## src/rtl/wb_pkg.sv

```systemverilog
// Shared widths, state encoding and command/response records for the
// Wishbone command master.
package wb_pkg;

  localparam int WB_AW = 30;
  localparam int WB_DW = 32;
  localparam int WB_SW = 4;

  typedef enum logic [1:0] {
    IDLE,
    REQ,
    WAIT,
    RSP
  } wb_mst_state_t;

  typedef struct packed {
    logic             we;
    logic [WB_AW-1:0] addr;
    logic [WB_DW-1:0] data;
    logic [WB_SW-1:0] sel;
  } wb_cmd_t;

  typedef struct packed {
    logic [WB_DW-1:0] data;
    logic             err;
  } wb_rsp_t;

endpackage

```

## src/rtl/wb_timeout_counter.sv

```systemverilog
// Bus-cycle watchdog: counts enabled cycles since the last clear and pulses
// o_expired in the cycle the count reaches TIMEOUT-1.
module wb_timeout_counter #(
  parameter int TIMEOUT = 64
) (
  input  logic i_clk,
  input  logic i_reset,
  input  logic i_clear,
  input  logic i_enable,
  output logic o_expired
);

  localparam int CW = (TIMEOUT > 1) ? $clog2(TIMEOUT) : 1;
  localparam logic [CW-1:0] LAST = CW'(TIMEOUT - 1);

  logic [CW-1:0] count;

  // NOTE: sequential state is updated with <= so every flop samples the
  // pre-edge values, independent of statement order.
  always_ff @(posedge i_clk) begin
    if (i_reset || i_clear) begin
      count <= '0;
    end else if (i_enable) begin
      count <= count + 1'b1;
    end
  end

  assign o_expired = i_enable && (count == LAST);

endmodule

```

## src/rtl/wb_cmd_master.sv

```systemverilog
// Single-outstanding pipelined Wishbone master: one command in, one bus cycle,
// one response out, with a watchdog that forces an error response.
module wb_cmd_master
  import wb_pkg::*;
#(
  parameter int TIMEOUT = 64
) (
  input  logic             i_clk,
  input  logic             i_reset,
  input  logic             i_cmd_valid,
  output logic             o_cmd_ready,
  input  logic             i_cmd_we,
  input  logic [WB_AW-1:0] i_cmd_addr,
  input  logic [WB_DW-1:0] i_cmd_data,
  input  logic [WB_SW-1:0] i_cmd_sel,
  output logic             o_rsp_valid,
  input  logic             i_rsp_ready,
  output logic [WB_DW-1:0] o_rsp_data,
  output logic             o_rsp_err,
  output logic             o_wb_cyc,
  output logic             o_wb_stb,
  output logic             o_wb_we,
  output logic [WB_AW-1:0] o_wb_addr,
  output logic [WB_DW-1:0] o_wb_data,
  output logic [WB_SW-1:0] o_wb_sel,
  input  logic             i_wb_stall,
  input  logic             i_wb_ack,
  input  logic             i_wb_err,
  input  logic [WB_DW-1:0] i_wb_data
);

  wb_mst_state_t state;
  wb_cmd_t       cmd_q;
  wb_rsp_t       rsp_q;
  logic          rsp_valid_q;
  logic          cyc_q;
  logic          stb_q;
  logic          accept;
  logic          in_bus_cycle;
  logic          timed_out;

  assign accept       = (state == IDLE) && i_cmd_valid;
  assign in_bus_cycle = (state == REQ) || (state == WAIT);

  wb_timeout_counter #(
    .TIMEOUT(TIMEOUT)
  ) u_timeout (
    .i_clk    (i_clk),
    .i_reset  (i_reset),
    .i_clear  (accept),
    .i_enable (in_bus_cycle),
    .o_expired(timed_out)
  );

  // NOTE: the registered command doubles as the bus address/data/sel, so it
  // is reset explicitly to give the bus a defined value out of reset.
  always_ff @(posedge i_clk) begin
    if (i_reset) begin
      state       <= IDLE;
      cmd_q       <= '0;
      rsp_q       <= '0;
      rsp_valid_q <= 1'b0;
      cyc_q       <= 1'b0;
      stb_q       <= 1'b0;
    end else begin
      case (state)
        IDLE: begin
          if (i_cmd_valid) begin
            cmd_q <= '{we: i_cmd_we, addr: i_cmd_addr, data: i_cmd_data, sel: i_cmd_sel};
            cyc_q <= 1'b1;
            stb_q <= 1'b1;
            state <= REQ;
          end
        end
        REQ, WAIT: begin
          // ack/err during a stalled strobe still counts as acceptance
          if (i_wb_err || (!i_wb_ack && timed_out)) begin
            rsp_q       <= '{data: '0, err: 1'b1};
            rsp_valid_q <= 1'b1;
            cyc_q       <= 1'b0;
            stb_q       <= 1'b0;
            state       <= RSP;
          end else if (i_wb_ack) begin
            rsp_q       <= '{data: (cmd_q.we ? '0 : i_wb_data), err: 1'b0};
            rsp_valid_q <= 1'b1;
            cyc_q       <= 1'b0;
            stb_q       <= 1'b0;
            state       <= RSP;
          end else if ((state == REQ) && !i_wb_stall) begin
            stb_q <= 1'b0;
            state <= WAIT;
          end
        end
        RSP: begin
          if (i_rsp_ready) begin
            rsp_valid_q <= 1'b0;
            cmd_q.we    <= 1'b0;
            state       <= IDLE;
          end
        end
        default: state <= IDLE;
      endcase
    end
  end

  assign o_cmd_ready = (state == IDLE);
  assign o_rsp_valid = rsp_valid_q;
  assign o_rsp_data  = rsp_q.data;
  assign o_rsp_err   = rsp_q.err;
  assign o_wb_cyc    = cyc_q;
  assign o_wb_stb    = stb_q;
  assign o_wb_we     = cmd_q.we;
  assign o_wb_addr   = cmd_q.addr;
  assign o_wb_data   = cmd_q.data;
  assign o_wb_sel    = cmd_q.sel;

endmodule

```

## config.mk

```make
export PLATFORM = sky130hd
export DESIGN_NAME = wb_cmd_master
export DESIGN_NICKNAME = d
export VERILOG_FILES = /design/src/rtl/wb_pkg.sv /design/src/rtl/wb_timeout_counter.sv /design/src/rtl/wb_cmd_master.sv
export SDC_FILE = /design/constraint.sdc
export NUM_CORES = 1
export LEC_CHECK = 0
export CORE_UTILIZATION = 50
export CTS_BUF_LIST = sky130_fd_sc_hd__clkbuf_4 sky130_fd_sc_hd__clkbuf_8 sky130_fd_sc_hd__clkbuf_16
export CTS_CLUSTER_SIZE = 28
export DETAILED_ROUTE_END_ITERATION = 7
export DONT_BUFFER_PORTS = 1
export RECOVER_POWER = 25
export SETUP_SLACK_MARGIN = 0.3
export SYNTH_ARGS = -nofsm -noshare
export SYNTH_HDL_FRONTEND = slang
export SYNTH_SLANG_ARGS = --single-unit
```

## constraint.sdc

```tcl
create_clock -name i_clk -period 2.5 [get_ports i_clk]
set_input_delay 0.25 -clock i_clk [delete_from_list [all_inputs] [get_ports i_clk]]
set_output_delay 0.25 -clock i_clk [all_outputs]
set_load 0.005 [all_outputs]
```

## Word level (Yosys, flattened, before mapping)

Index checks and enable logic that the tools add are counted.

| storage, ports and cells | value |
|---|---|
| register bits after elaboration | 111 |
| input port bits | 106 |
| output and inout bits | 104 |
| logic and storage cells | 65 |

| operators by class | value |
|---|---|
| $add $sub $neg | 1 |
| equality and inequality tests | 8 |
| multiplexer cells | 23 |
| reductions and logical operators | 22 |

Operator list:

| operator | count |
|---|---|
| $mux 67 | 1 |
| $mux 33 | 2 |
| $mux 32 | 1 |
| $reduce_and 3->1 | 5 |
| $mux 2 | 5 |
| $mux 1 | 9 |
| $pmux 1 s2 | 4 |
| $reduce_bool 2->1 | 4 |
| $add 6x1->6 const B | 1 |
| $eq 6x6->1 const B | 1 |
| $pmux 2 s3 | 1 |
| $eq 2x2->1 const B | 2 |
| $logic_and 1x1->1 | 4 |
| $ne 2x2->1 const B | 2 |
| $ne 4x4->1 const B | 1 |
| $reduce_and 2->1 | 2 |
| $logic_or 1x1->1 | 3 |
| $ne 3x3->1 const B | 1 |
| $eq 2x1->1 const B | 1 |
| $logic_not 1->1 | 2 |
| $logic_not 2->1 | 1 |
| $reduce_or 2->1 | 1 |

## Longest topological paths before layout

Gate-level depths: netlist of the first run.

| depth | value |
|---|---|
| word-level depth | 7 |
| gate-level depth with buffers | 8 |
| gate-level depth less buffers | 6 |

## Hierarchy

From an unflattened synthesis of the first run, not the netlist that was laid out.

| unflattened totals | value |
|---|---|
| cells, all modules | 513 |
| area total of the unflattened synthesis | 4,204.0 µm² |

Modules (own cells, without submodules):

| module | times used | cells an instance | area each (µm²) |
|---|---|---|---|
| wb_cmd_master | 1 | 483 | 3,933.8 |
| wb_timeout_counter | 1 | 30 | 270.3 |

## Least setup slack after synthesis of the first run

Ideal clock, no wire load.

| timing | value |
|---|---|
| path type | register to register |
| start | reg state[0] |
| end | reg stb_q, in the netlist o_wb_stb |
| setup time | 0.123 ns |
| arrival time | 1.596 ns |
| slack | 0.781 ns |
| cell stages (with the launch flop) | 7 |
| buffers on the path | 0 |
| period minus slack after synthesis | 1.719 ns |
| path through | dfxtp_1 inv_1 ha_1 nand3_2 o21a_1 a211oi_2 mux2_1 |

| between the ends | value |
|---|---|
| longest elaborated chain between the ends | 7 |
| elaborated cells between the ends (all ways) | 15 |
| classes of those cells | 4 x eq/ne; 2 x mux; 9 x reduce/logical |

Ends and longest elaborated chain:

| element | line | source |
|---|---|---|
| start: declaration | wb_cmd_master.sv:32 | `wb_mst_state_t state;` |
| start signal: assignment | wb_cmd_master.sv:59 | `state <= IDLE;` |
| start signal: assignment | wb_cmd_master.sv:72 | `state <= REQ;` |
| start signal: assignment | wb_cmd_master.sv:82 | `state <= RSP;` |
| $eq 2x1->1 / $eq 2x2->1 (equally long branches) | wb_cmd_master.sv:43, wb_cmd_master.sv:66, wb_cmd_master.sv:89 |  |
| $logic_or 1x1->1 | wb_cmd_master.sv:43 | `assign in_bus_cycle = (state == REQ) \|\| (state == WAIT);` |
| $logic_and 1x1->1 | wb_timeout_counter.sv:28 | `assign o_expired = i_enable && (count == LAST);` |
| $logic_and 1x1->1 | wb_cmd_master.sv:77 | `if (i_wb_err \|\| (!i_wb_ack && timed_out)) begin` |
| $logic_or 1x1->1 | wb_cmd_master.sv:77 |  |
| $ne 4x4->1 (no source line) / $mux 1 (equally long branches) | -- |  |
| $reduce_and 3->1 (no source line) / $pmux 1 s2 (equally long branches) | -- |  |
| end signal: assignment | wb_cmd_master.sv:81 | `stb_q <= 1'b0;` |
| end signal: assignment | wb_cmd_master.sv:87 | `stb_q <= 1'b0;` |
| end signal: assignment | wb_cmd_master.sv:90 | `stb_q <= 1'b0;` |
| end: declaration | wb_cmd_master.sv:37 | `logic stb_q;` |

Parallel ways exist; a longest one is shown, timed or not.
A chain may end at the register's enable or synchronous reset.

## Worst setup path after layout of the first run

| timing | value |
|---|---|
| start | reg state[0] |
| end | reg rsp_q, in the netlist o_rsp_data[6] |

| between the ends | value |
|---|---|
| longest elaborated chain between the ends | 7 |
| elaborated cells between the ends (all ways) | 10 |
| classes of those cells | 2 x eq/ne; 1 x mux; 7 x reduce/logical |

Ends and longest elaborated chain:

| element | line | source |
|---|---|---|
| $eq 2x1->1 / $eq 2x2->1 (equally long branches) | wb_cmd_master.sv:43, wb_cmd_master.sv:66 |  |
| $logic_or 1x1->1 | wb_cmd_master.sv:43 |  |
| $logic_and 1x1->1 | wb_timeout_counter.sv:28 |  |
| $logic_and 1x1->1 | wb_cmd_master.sv:77 |  |
| $logic_or 1x1->1 | wb_cmd_master.sv:77 |  |
| $reduce_bool 2->1 (no source line) | -- |  |
| $reduce_and 2->1 (no source line) | -- |  |
| end signal: assignment | wb_cmd_master.sv:78 | `rsp_q <= '{data: '0, err: 1'b1};` |
| end signal: assignment | wb_cmd_master.sv:84 | `rsp_q <= '{data: (cmd_q.we ? '0 : i_wb_data), err: 1'b0};` |
| end: declaration | wb_cmd_master.sv:34 | `wb_rsp_t rsp_q;` |

Parallel ways exist; a longest one is shown, timed or not.

==> results of run 1 <==
## what timing repair did
action / in CTS / in global routing
hold buffers: 24 / 18
endpoints found under the hold margin: 80 / 18
gates resized for setup: 0 / 0
endpoints found under the setup margin: 0 / 0
## cells in the final DEF (no fill, tap or decap), drive strengths merged, types with 6 or more instances in the layout
master and count:
nand2 139, nor2 10, a21oi 72, a22o 32, inv 8, dlygate4sd3 41
ha 6, clkbuf 10, buf 8, dfxtp 111
## layer usage
layer	vias to the layer above	part of all wire [%]	track usage, %	wire length, um
li1	1537	-	-	-
met1	1392	41	24.8	3780
met2	139	47	34.0	4320
met3	17	9.9	8.92	907
met4	0	1.6	8.20	143
met5	-	0	0	0
## power groups by stage
stage / logic [mW] / registers, mW / clock network (mW)
final: 1.05 / 2.33 / 1.11
after global routing: 1.19 / 2.37 / 1.21
after CTS: 1.03 / 2.33 / 1.13
after detailed placement: 0.978 / 2.37 / 0
after global placement: 0.948 / 2.37 / 0
after floorplan: 0.836 / 2.30 / 0
## logic make-up (layout without fill, tap and decap cells)
kind of cell | count (synthesis) | in the layout | synth area share (%)
flip-flops | 111 | 111 | 56.3
XOR/XNOR | 4 | 4 | 0.888
adder cells (fa/ha/maj) | 6 | 6 | 1.90
multiplexers | 4 | 4 | 1.08
AND/OR/NAND/NOR | 164 | 164 | 16.7
buffers and inverters | 34 | 69 | 4.15
AO/OA/AOI/OAI | 118 | 118 | 18.9
## metrics by stage
stage | setup slack (ns) | instance area, sq um | hold WS, ns
after global routing | 0.450 | 4650 | 0.000180
after global placement | 0.719 | 4000 | 0.324
after detailed placement | 0.634 | 4000 | 0.328
final | 0.606 | 4650 | 0.00998
after CTS | 0.601 | 4470 | 0.0000559
after floorplan | 0.781 | 3950 | 0.375
## registers in the layout (all words and copies together) (netlist names)
name / count
u_timeout.count: 6
o_wb_data: 32
o_wb_cyc: 1
o_rsp_err: 1
o_wb_stb: 1
o_wb_sel: 4
o_wb_addr: 30
o_wb_we: 1
o_rsp_data: 32
state: 2
o_rsp_valid: 1
## area by class of cell
class                   instances  area (sq um)
clock buffers                  10           131
clock inverters                 6          75.1
fillers                       694          3040
inverters                       4          15.0
multi-input cells             296          1570
flip-flops and latches        111          2220
well taps                     102           128
repair buffers                 49           503
## final timing paths
check	from	to	slack, ns	cells after the start
hold reg to reg	o_wb_data[16]	o_wb_data[16]	0.48	2
hold / removal	i_cmd_addr[12]	o_wb_addr[12]	0.01	2
setup reg to reg	state[0]	o_rsp_data[6]	0.61	7
setup / recovery	state[0]	o_rsp_data[6]	0.61	7
==> impl_metrics.csv, run 1 <==
group,metric,value,unit
run_status,outcome,"finished, final reports clean",
synth,yosysWarnings,0,
layout,diodes,0,
critical_path,cp-end-kind,"flop",
sta,clock.fmax,528,MHz
global_routing,grt_pass1_wl,13900,um
pwr,irDropWorstVdd,0.493,mV
placed_design,port_buffers,0,
drt,wl_per_cell,15.8,um
synth,synth_most_common_cell,"nand2_1",
sta,tns,0,ns
critical_path,worstPathCellList,"inv_1 -> ha_1 -> nand3_2 -> o21ai_1 -> a21oi_2 -> buf_4 -> a22o_1",
sta,finalSetupViolCount,0,
pwr,power,4.49,mW
global_routing,first_global_vias,2807,
synth,synth_area,3950,sq um
layout,area_delta_synth_final,17.8,%
drt,dr.pass1.iters,6,
pwr,p_seq_share,51.9,%
pwr,p_switching,1.50,mW
synth,syn_nets,553,
sta,rsz0062_at_grt,"false",
synth,syn_inst,441,
pwr,p_comb_share,23.4,%
floorplanning,io_pins,210,
synth,synth_cell_types,37,
critical_path,worstPathRequired,2.75,ns
cts,clockBufferDepth,2,
placed_design,gp_congestion,0.708,
drt,initialDrtViolationCount,150,
sta,slew_viol_final,0,
critical_path,cp_slowest_cell,"dfxtp_1",
critical_path,max_stage_delay,0.40,ns
drt,routed_wl,9150,um
pwr,pwr-share-clk,24.7,%
pwr,power.internal,2.99,mW
critical_path,cp.arrival,2.15,ns
cts,clock-sinks,111,
synth,yosysSeqAreaShare,56.3,%
floorplanning,start_util,51.3,%
global_routing,grt_usage,21.1,%
layout,layout.nets,583,
cts,h-tree-depth,3,
synth,synth_commonest_cells,"139 x nand2_1, 111 x dfxtp_1, 71 x a21oi_1, 32 x a22o_1, 16 x clkbuf_1",
critical_path,startpoint_type,"flop",
cts,cts_tree,"built",
synth,syn_avg_cell_area,8.95,sq um
job,maxCapViolCount,0,
critical_path,critPathTopFamily,"compound AO/OA/AOI/OAI gates",
synth,synth_enable_flop_cells,0,
pwr,switching_share,33.4,%
pwr,cellPowerDensity,966,nW/um^2
drt,drc_errors,0,
cts,path_clk_slew,0.11,ns
global_routing,grt_max_degree,71,
global_routing,grt_overflow,0,
drt,viasPerCell,5.34,
synth,yosys_most_used_dff,"dfxtp_1",
synth,synthArstFlopShare,0,%
critical_path,crit_fanout,32,
synth,ys_top_cells_by_area,"dfxtp_1 56%, nand2_1 13%, a21oi_1 9.0%",
floorplanning,core_region_area,7690,sq um
placed_design,dp.cells,520,
pwr,p_leak,1.76,nW
sta,hold_viol_final,0,
cts,insertion_delay,0.36,ns
critical_path,crit_buf_inv,2,
floorplanning,rows,32,
global_routing,antenna_found_initial,0,
cts,cts_made_buffers,9,
floorplanning,die_width,90.8,um
synth,synth_area_leader_cell,"dfxtp_1",
sta,max_slew_margin,65.4,%
sta,fin_crit,1.89,ns
sta,layout_worst_path_cycle_share,75.8,%
layout,utilization,60.4,%
synth,ys_ff_latch,111,
min_path,hp-class,"input port to flop",
floorplanning,die_h,90.8,um
drt,ant_nets,0,
sta,tightestPinTransition,0.519,ns
synth,yosysTopAreaCellShare,56.3,%
cts,post-cts-setup-buffer-count,0,
layout,drive_above_1_share,6.51,%
critical_path,path_class,"flop to flop",
layout,fin_cells,578,
floorplanning,die_area,8250,sq um
sta,finalClockSkew,0.00878,ns
cts,root_buffer,"clkbuf_8",
placed_design,hpwl,6000,um
drt,route.vias.total,3085,
(Power assumes the default switching activity.)
==> inputs of run 2 (changes only) <==
--- a/config.mk
+++ b/config.mk
@@ -5,6 +5,7 @@
 export SDC_FILE = /design/constraint.sdc
 export NUM_CORES = 1
 export LEC_CHECK = 0
+export ABC_AREA = 1
 export CORE_UTILIZATION = 50
 export CTS_BUF_LIST = sky130_fd_sc_hd__clkbuf_4 sky130_fd_sc_hd__clkbuf_8 sky130_fd_sc_hd__clkbuf_16
 export CTS_CLUSTER_SIZE = 28
==> constraint.sdc (replaced) <==
create_clock -name i_clk -period 1.8 [get_ports i_clk]
set_input_delay 0.18 -clock i_clk [delete_from_list [all_inputs] [get_ports i_clk]]
set_output_delay 0.18 -clock i_clk [all_outputs]
set_load 0.005 [all_outputs]
==> run 2 against run 1 <==
Largest cell class unchanged. First-iteration DRC count rose by 22%. Setup slack got worse by 0.39 ns. Non-clock buffer count rose by 40. Clock power rose by 30%. Cell count rose by 34%. Die area rose by 9.5%. Synthesized cell count rose by 37%. Sequential share of layout area fell by 8.1 points. Clock skew rose by 0.0043 ns. Area after synthesis rose by 9.7%.
==> impl_metrics.csv, run 2 <==
group,metric,value,unit
critical_path,crit_fanout,14,
pwr,irDropWorstVdd,1.28,mV
layout,diodes,0,
drt,viasPerCell,5.23,
synth,syn_avg_cell_area,7.15,sq um
drt,route.vias.total,4061,
critical_path,cp.arrival,1.85,ns
floorplanning,core_region_area,8300,sq um
critical_path,reg2reg_depth,10,
sta,slew_viol_final,0,
drt,dr.pass1.iters,4,
run_status,outcome,"finished, final reports clean",
placed_design,hpwl,6880,um
synth,yosysSeqAreaShare,51.3,%
synth,yosys_most_used_dff,"dfxtp_1",
critical_path,crit_buf_inv,2,
placed_design,dpl_worst_slack,0.155,ns
sta,clock.fmax,633,MHz
synth,synthArstFlopShare,0,%
global_routing,grt_max_degree,103,
critical_path,r2r-start,"state[1]",
global_routing,antenna_found_initial,0,
synth,synth_cell_types,23,
sta,hold_viol_final,0,
drt,drc_errors,0,
floorplanning,die_area,9030,sq um
cts,path_clk_slew,0.12,ns
synth,ys_ff_latch,111,
layout,area_delta_synth_final,29.7,%
layout,layout.nets,779,
min_path,hold_path_depth,3,
critical_path,ff2ff_setup_slack,0.22,ns
global_routing,grt_usage,24.7,%
critical_path,cp.depth,10,
critical_path,max_stage_delay,0.36,ns
min_path,hp-class,"input port to flop",
global_routing,grt_pass1_wl,17200,um
critical_path,startpoint_type,"flop",
synth,synth_area_leader_cell,"dfxtp_1",
synth,yosysWarnings,0,
sta,finalSetupViolCount,0,
sta,setup_ws,0.220,ns
sta,tightestPinTransition,0.376,ns
synth,syn_inst,605,
sta,tns,0,ns
sta,finalClockSkew,0.0130,ns
cts,cts_tree,"built",
critical_path,worstPathRequired,2.07,ns
drt,routed_wl,12100,um
sta,layout_worst_path_cycle_share,87.8,%
floorplanning,io_pins,210,
critical_path,cpMostUsedCell,"nand2_2",
job,maxCapViolCount,0,
layout,mostFrequentLayoutCells,"231 x nor2_1, 108 x dfxtp_1, 74 x o21ai_0",
placed_design,port_buffers,0,
sta,rsz0062_at_grt,"true",
drt,ant_nets,0,
synth,ys_top_cells_by_area,"dfxtp_1 51%, nor2_1 21%, o21ai_0 11%",
min_path,hold-path-endpoint,"o_wb_cyc",
critical_path,cp-end-kind,"flop",
global_routing,grt_overflow,0,
sta,max_slew_margin,74.9,%
layout,drive_above_1_share,10.7,%
placed_design,gp_congestion,0.800,
critical_path,regToRegEndpoint,"o_rsp_data[11]",
critical_path,path_class,"flop to flop",
sta,fin_crit,1.58,ns
synth,synth_most_common_cell,"nor2_1",
critical_path,cp_slowest_cell,"dfxtp_4",
drt,initialDrtViolationCount,183,
synth,synth_commonest_cells,"243 x nor2_1, 111 x dfxtp_1, 93 x o21ai_0, 63 x nand2_1, 27 x clkbuf_1",
sta,holdWs,0.0203,ns
synth,synth_area,4330,sq um
min_path,min-delay-start,"i_cmd_valid",
cts,h-tree-depth,3,
pwr,cellPowerDensity,1650,nW/um^2
synth,synth_enable_flop_cells,0,
cts,clockBufferDepth,2,
critical_path,worstPathCellList,"inv_2 -> ha_4 -> nand2_2 -> nor2_2 -> nand2_2 -> nand3_2 -> nand2_4 -> buf_12 -> o21ai_0 -> nor2_1",
cts,insertion_delay,0.38,ns
cts,cts_made_buffers,9,
cts,clock-sinks,111,
floorplanning,start_util,52.1,%
critical_path,critPathTopFamily,"simple AND/OR/NAND/NOR gates",
pwr,p_leak,2.37,nW
floorplanning,rows,33,
cts,root_buffer,"clkbuf_8",
floorplanning,die_h,95.0,um
global_routing,first_global_vias,3602,
drt,wl_per_cell,15.5,um
synth,syn_nets,717,
floorplanning,die_width,95.0,um
layout,utilization,67.6,%
synth,yosysTopAreaCellShare,51.3,%
layout,layout_commonest_cell,"nor2_1",
-- run 2: cell families (layout without fill, tap and decap cells) --
group,after synthesis,count (layout),share of synthesized area [%]
flops,111,111,51.3
fa+ha+maj,6,6,1.73
buf+inv,59,126,5.61
compound gates,113,113,13.2
simple gates,314,314,27.7
xor+xnor,2,2,0.405
-- run 2: area by class of cell --
class                   count  area, sq um
fillers                   727         2690
flip-flops and latches    111         2230
multi-input cells         435         1960
repair buffers             89         1020
well taps                 105          131
clock buffers               9          124
inverters                  21         88.8
clock inverters             7         62.6
-- run 2: timing repair --
item,CTS,global route
pin swaps,0,10
endpoints found under the hold margin,71,0
gates resized for setup,17,43
cloned,1,4
hold buffers,67,0
setup buffers,3,4
setup endpoints to repair,35,92
-- run 2: worst max-delay path by stage --
stage	to	startpoint	slack [ns]
after global placement	u_timeout.count[5]	state[0]	0.21
after detailed placement	o_rsp_data[16]	state[1]	0.16
final	o_rsp_data[11]	state[1]	0.22
after floorplan	o_rsp_data[10]	state[0]	0.28
after CTS	o_rsp_data[4]	state[1]	0.23
after global routing	o_rsp_data[21]	state[0]	0.13
-- run 2: layer usage --
metal / track usage (%) / part of all wire [%] / up-vias
li1: - / - / 2026
met1: 28.2 / 38 / 1857
met2: 42.2 / 51 / 156
met3: 6.78 / 8.1 / 22
met4: 12.5 / 2.1 / 0
met5: 0 / 0 / -
-- run 2: power by group --
part,switching [mW],internal [mW],leakage (nW)
registers,0.688,3.30,0.917
logic,2.14,1.68,1.36
clock network,0.907,0.534,0.0976
-- run 2: through the flow --
step	power, mW	instance area (sq um)	instances
floorplan	6.18	4380	605
global placement	6.77	4450	682
detailed placement	6.85	4450	682
CTS	8.65	5380	769
global route	9.96	5610	777
finish	9.24	5610	777
-- run 2: worst min-delay path: stages --
cell and delay (ns):
inv_1 0.03, nand2_1 0.08, a31oi_1 0.08
==> inputs of run 3 (changes only) <==
--- a/config.mk
+++ b/config.mk
@@ -6,6 +6,7 @@
 export NUM_CORES = 1
 export LEC_CHECK = 0
 export ABC_AREA = 1
+export CORE_MARGIN = 2
 export CORE_UTILIZATION = 50
 export CTS_BUF_LIST = sky130_fd_sc_hd__clkbuf_4 sky130_fd_sc_hd__clkbuf_8 sky130_fd_sc_hd__clkbuf_16
 export CTS_CLUSTER_SIZE = 28
==> run 3 against run 2 <==
Flip-flop and latch count did not move. Cell count is 0.77% higher. Count of clock-buffer cells in the layout unchanged. Largest cell class unchanged. Register-to-register slack got worse by 0.05 ns. Design area rose by 3.2%. Sequential power about the same. Critical endpoint unchanged. Largest power group is now combinational cells. Total power grew 2.9%. Hold slack better by 0.0033 ns.
==> impl_metrics.csv, run 3 (same netlist as run 2, synthesis figures left out) <==
group,metric,value,unit
run_status,outcome,"finished, final reports clean",
layout,final-seq-area,2230,sq um
job,maxCapViolCount,0,
layout,layout.nets,785,
layout,mostFrequentLayoutCells,"226 x nor2_1, 108 x dfxtp_1, 69 x o21ai_0",
global_routing,grt_max_degree,69,
critical_path,path_class,"flop to flop",
min_path,hold_path_depth,2,
drt,drc_errors,0,
cts,h-tree-depth,3,
drt,routed_wl,12300,um
sta,slew_viol_final,0,
pwr,p_leak,2.44,nW
critical_path,worstPathRequired,2.06,ns
floorplanning,core_region_area,8300,sq um
cts,clock-sinks,111,
min_path,min-delay-start,"i_cmd_data[16]",
cts,root_buffer,"clkbuf_8",
critical_path,ff2ff_setup_slack,0.17,ns
floorplanning,start_util,52.1,%
sta,fin_crit,1.63,ns
floorplanning,die_width,97.0,um
cts,cts_made_buffers,9,
drt,dr.pass1.iters,4,
critical_path,cp-end-kind,"flop",
global_routing,antenna_found_initial,0,
drt,route.vias.total,4103,
sta,max_slew_margin,78.7,%
sta,tns,0,ns
layout,nFillCells,704,
sta,hold_viol_final,0,
placed_design,port_buffers,0,
layout,multiInputGateArea,2030,sq um
sta,clock.fmax,615,MHz
min_path,hold-path-endpoint,"o_wb_data[16]",
drt,viasPerCell,5.24,
critical_path,startpoint_type,"flop",
placed_design,gp_congestion,0.824,
critical_path,regToRegEndpoint,"o_rsp_data[11]",
sta,finalClockSkew,0.0149,ns
min_path,hp-class,"input port to flop",
critical_path,crit_fanout,16,
sta,tightestPinTransition,0.320,ns
cts,insertion_delay,0.37,ns
global_routing,grt_overflow,0,
floorplanning,rows,33,
cts,cts_tree,"built",
layout,drive_above_1_share,13.7,%
global_routing,grt_pass1_wl,18300,um
floorplanning,die_area,9420,sq um
sta,rsz0062_at_grt,"true",
layout,area_delta_synth_final,33.9,%
placed_design,hpwl,7300,um
drt,initialDrtViolationCount,163,
floorplanning,io_pins,210,
layout,layout_commonest_cell,"nor2_1",
sta,finalSetupViolCount,0,
pwr,irDropWorstVdd,1.57,mV
critical_path,reg2reg_depth,10,
sta,layout_worst_path_cycle_share,90.4,%
floorplanning,die_h,97.0,um
cts,path_clk_slew,0.11,ns
pwr,cellPowerDensity,1640,nW/um^2
global_routing,first_global_vias,3748,
critical_path,cp.arrival,1.89,ns
global_routing,grt_usage,23.7,%
layout,utilization,69.8,%
cts,clockBufferDepth,2,
drt,ant_nets,0,
critical_path,r2r-start,"state[0]",
drt,wl_per_cell,15.8,um
layout,diodes,0,
## run 3: cell types whose count changed in the layout (fill, tap and decap cells not counted), sizes merged
cell	before	now
clkinv	4	3
clkbuf	13	16
buf	18	22
dlygate4sd3	67	66
inv	24	25
## run 3: per-layer routing
layer	routed length, um	share of wire [%]	up-vias	GRT usage, %
li1	-	-	2047	-
met1	4990	40	1869	28.6
met4	309	2.5	0	9.75
met5	0	0	-	0
met2	6010	49	164	40.1
met3	1020	8.2	23	6.43
## run 3: timing repair
item                                   4_1_cts  5_1_grt
setup endpoints to repair                   34       55
resized for setup                           24       57
buffers inserted                             5        5
endpoints found under the hold margin       70        0
pin swaps                                    1       19
cloned                                       0        7
hold buffers                                66        0
## run 3: how the worst max path moves through the flow
stage | start | to | slack [ns] | depth (start not counted)
finish | state[0] | o_rsp_data[11] | 0.17 | 10
CTS | state[1] | o_rsp_data[6] | 0.24 | 10
global placement | state[0] | o_rsp_data[9] | 0.17 | 10
floorplan | state[0] | o_rsp_data[10] | 0.28 | 10
detailed placement | state[0] | o_rsp_data[9] | 0.1 | 10
global route | state[0] | o_rsp_data[30] | 0.11 | 10
## run 3: worst max-delay path, stage by stage, from the launching register on
cell and delay (ns):
dfxtp_2 0.35, inv_2 0.06, ha_4 0.28, nand2_2 0.05
nor2_2 0.08, nand2_2 0.11, nand2_4 0.16, clkbuf_16 0.20
nor2_1 0.05, o21ai_1 0.13, nor2_1 0.06
## run 3: area by class of cell
type,count,area share (%)
repair buffers,95,19.3
well taps,105,2.27
inverters,21,1.49
flip-flops and latches,111,38.4
multi-input cells,435,35.1
clock buffers,9,2.14
clock inverters,7,1.25
## run 3: per-stage QoR
step / area, sq um / hold slack (ns) / total power, mW / cells / setup slack, ns
after floorplan: 4380 / 0.249 / 6.18 / 605 / 0.283
after global placement: 4490 / 0.252 / 6.90 / 684 / 0.168
after detailed placement: 4490 / 0.255 / 6.98 / 684 / 0.0976
after CTS: 5400 / 0.0115 / 8.74 / 771 / 0.241
after global routing: 5790 / 0.0371 / 10.2 / 783 / 0.111
final: 5790 / 0.0236 / 9.51 / 783 / 0.173
## run 3: where the power goes
part | internal [mW] | switching, mW
logic | 1.83 | 2.22
registers | 3.30 | 0.695
clock network | 0.546 | 0.917
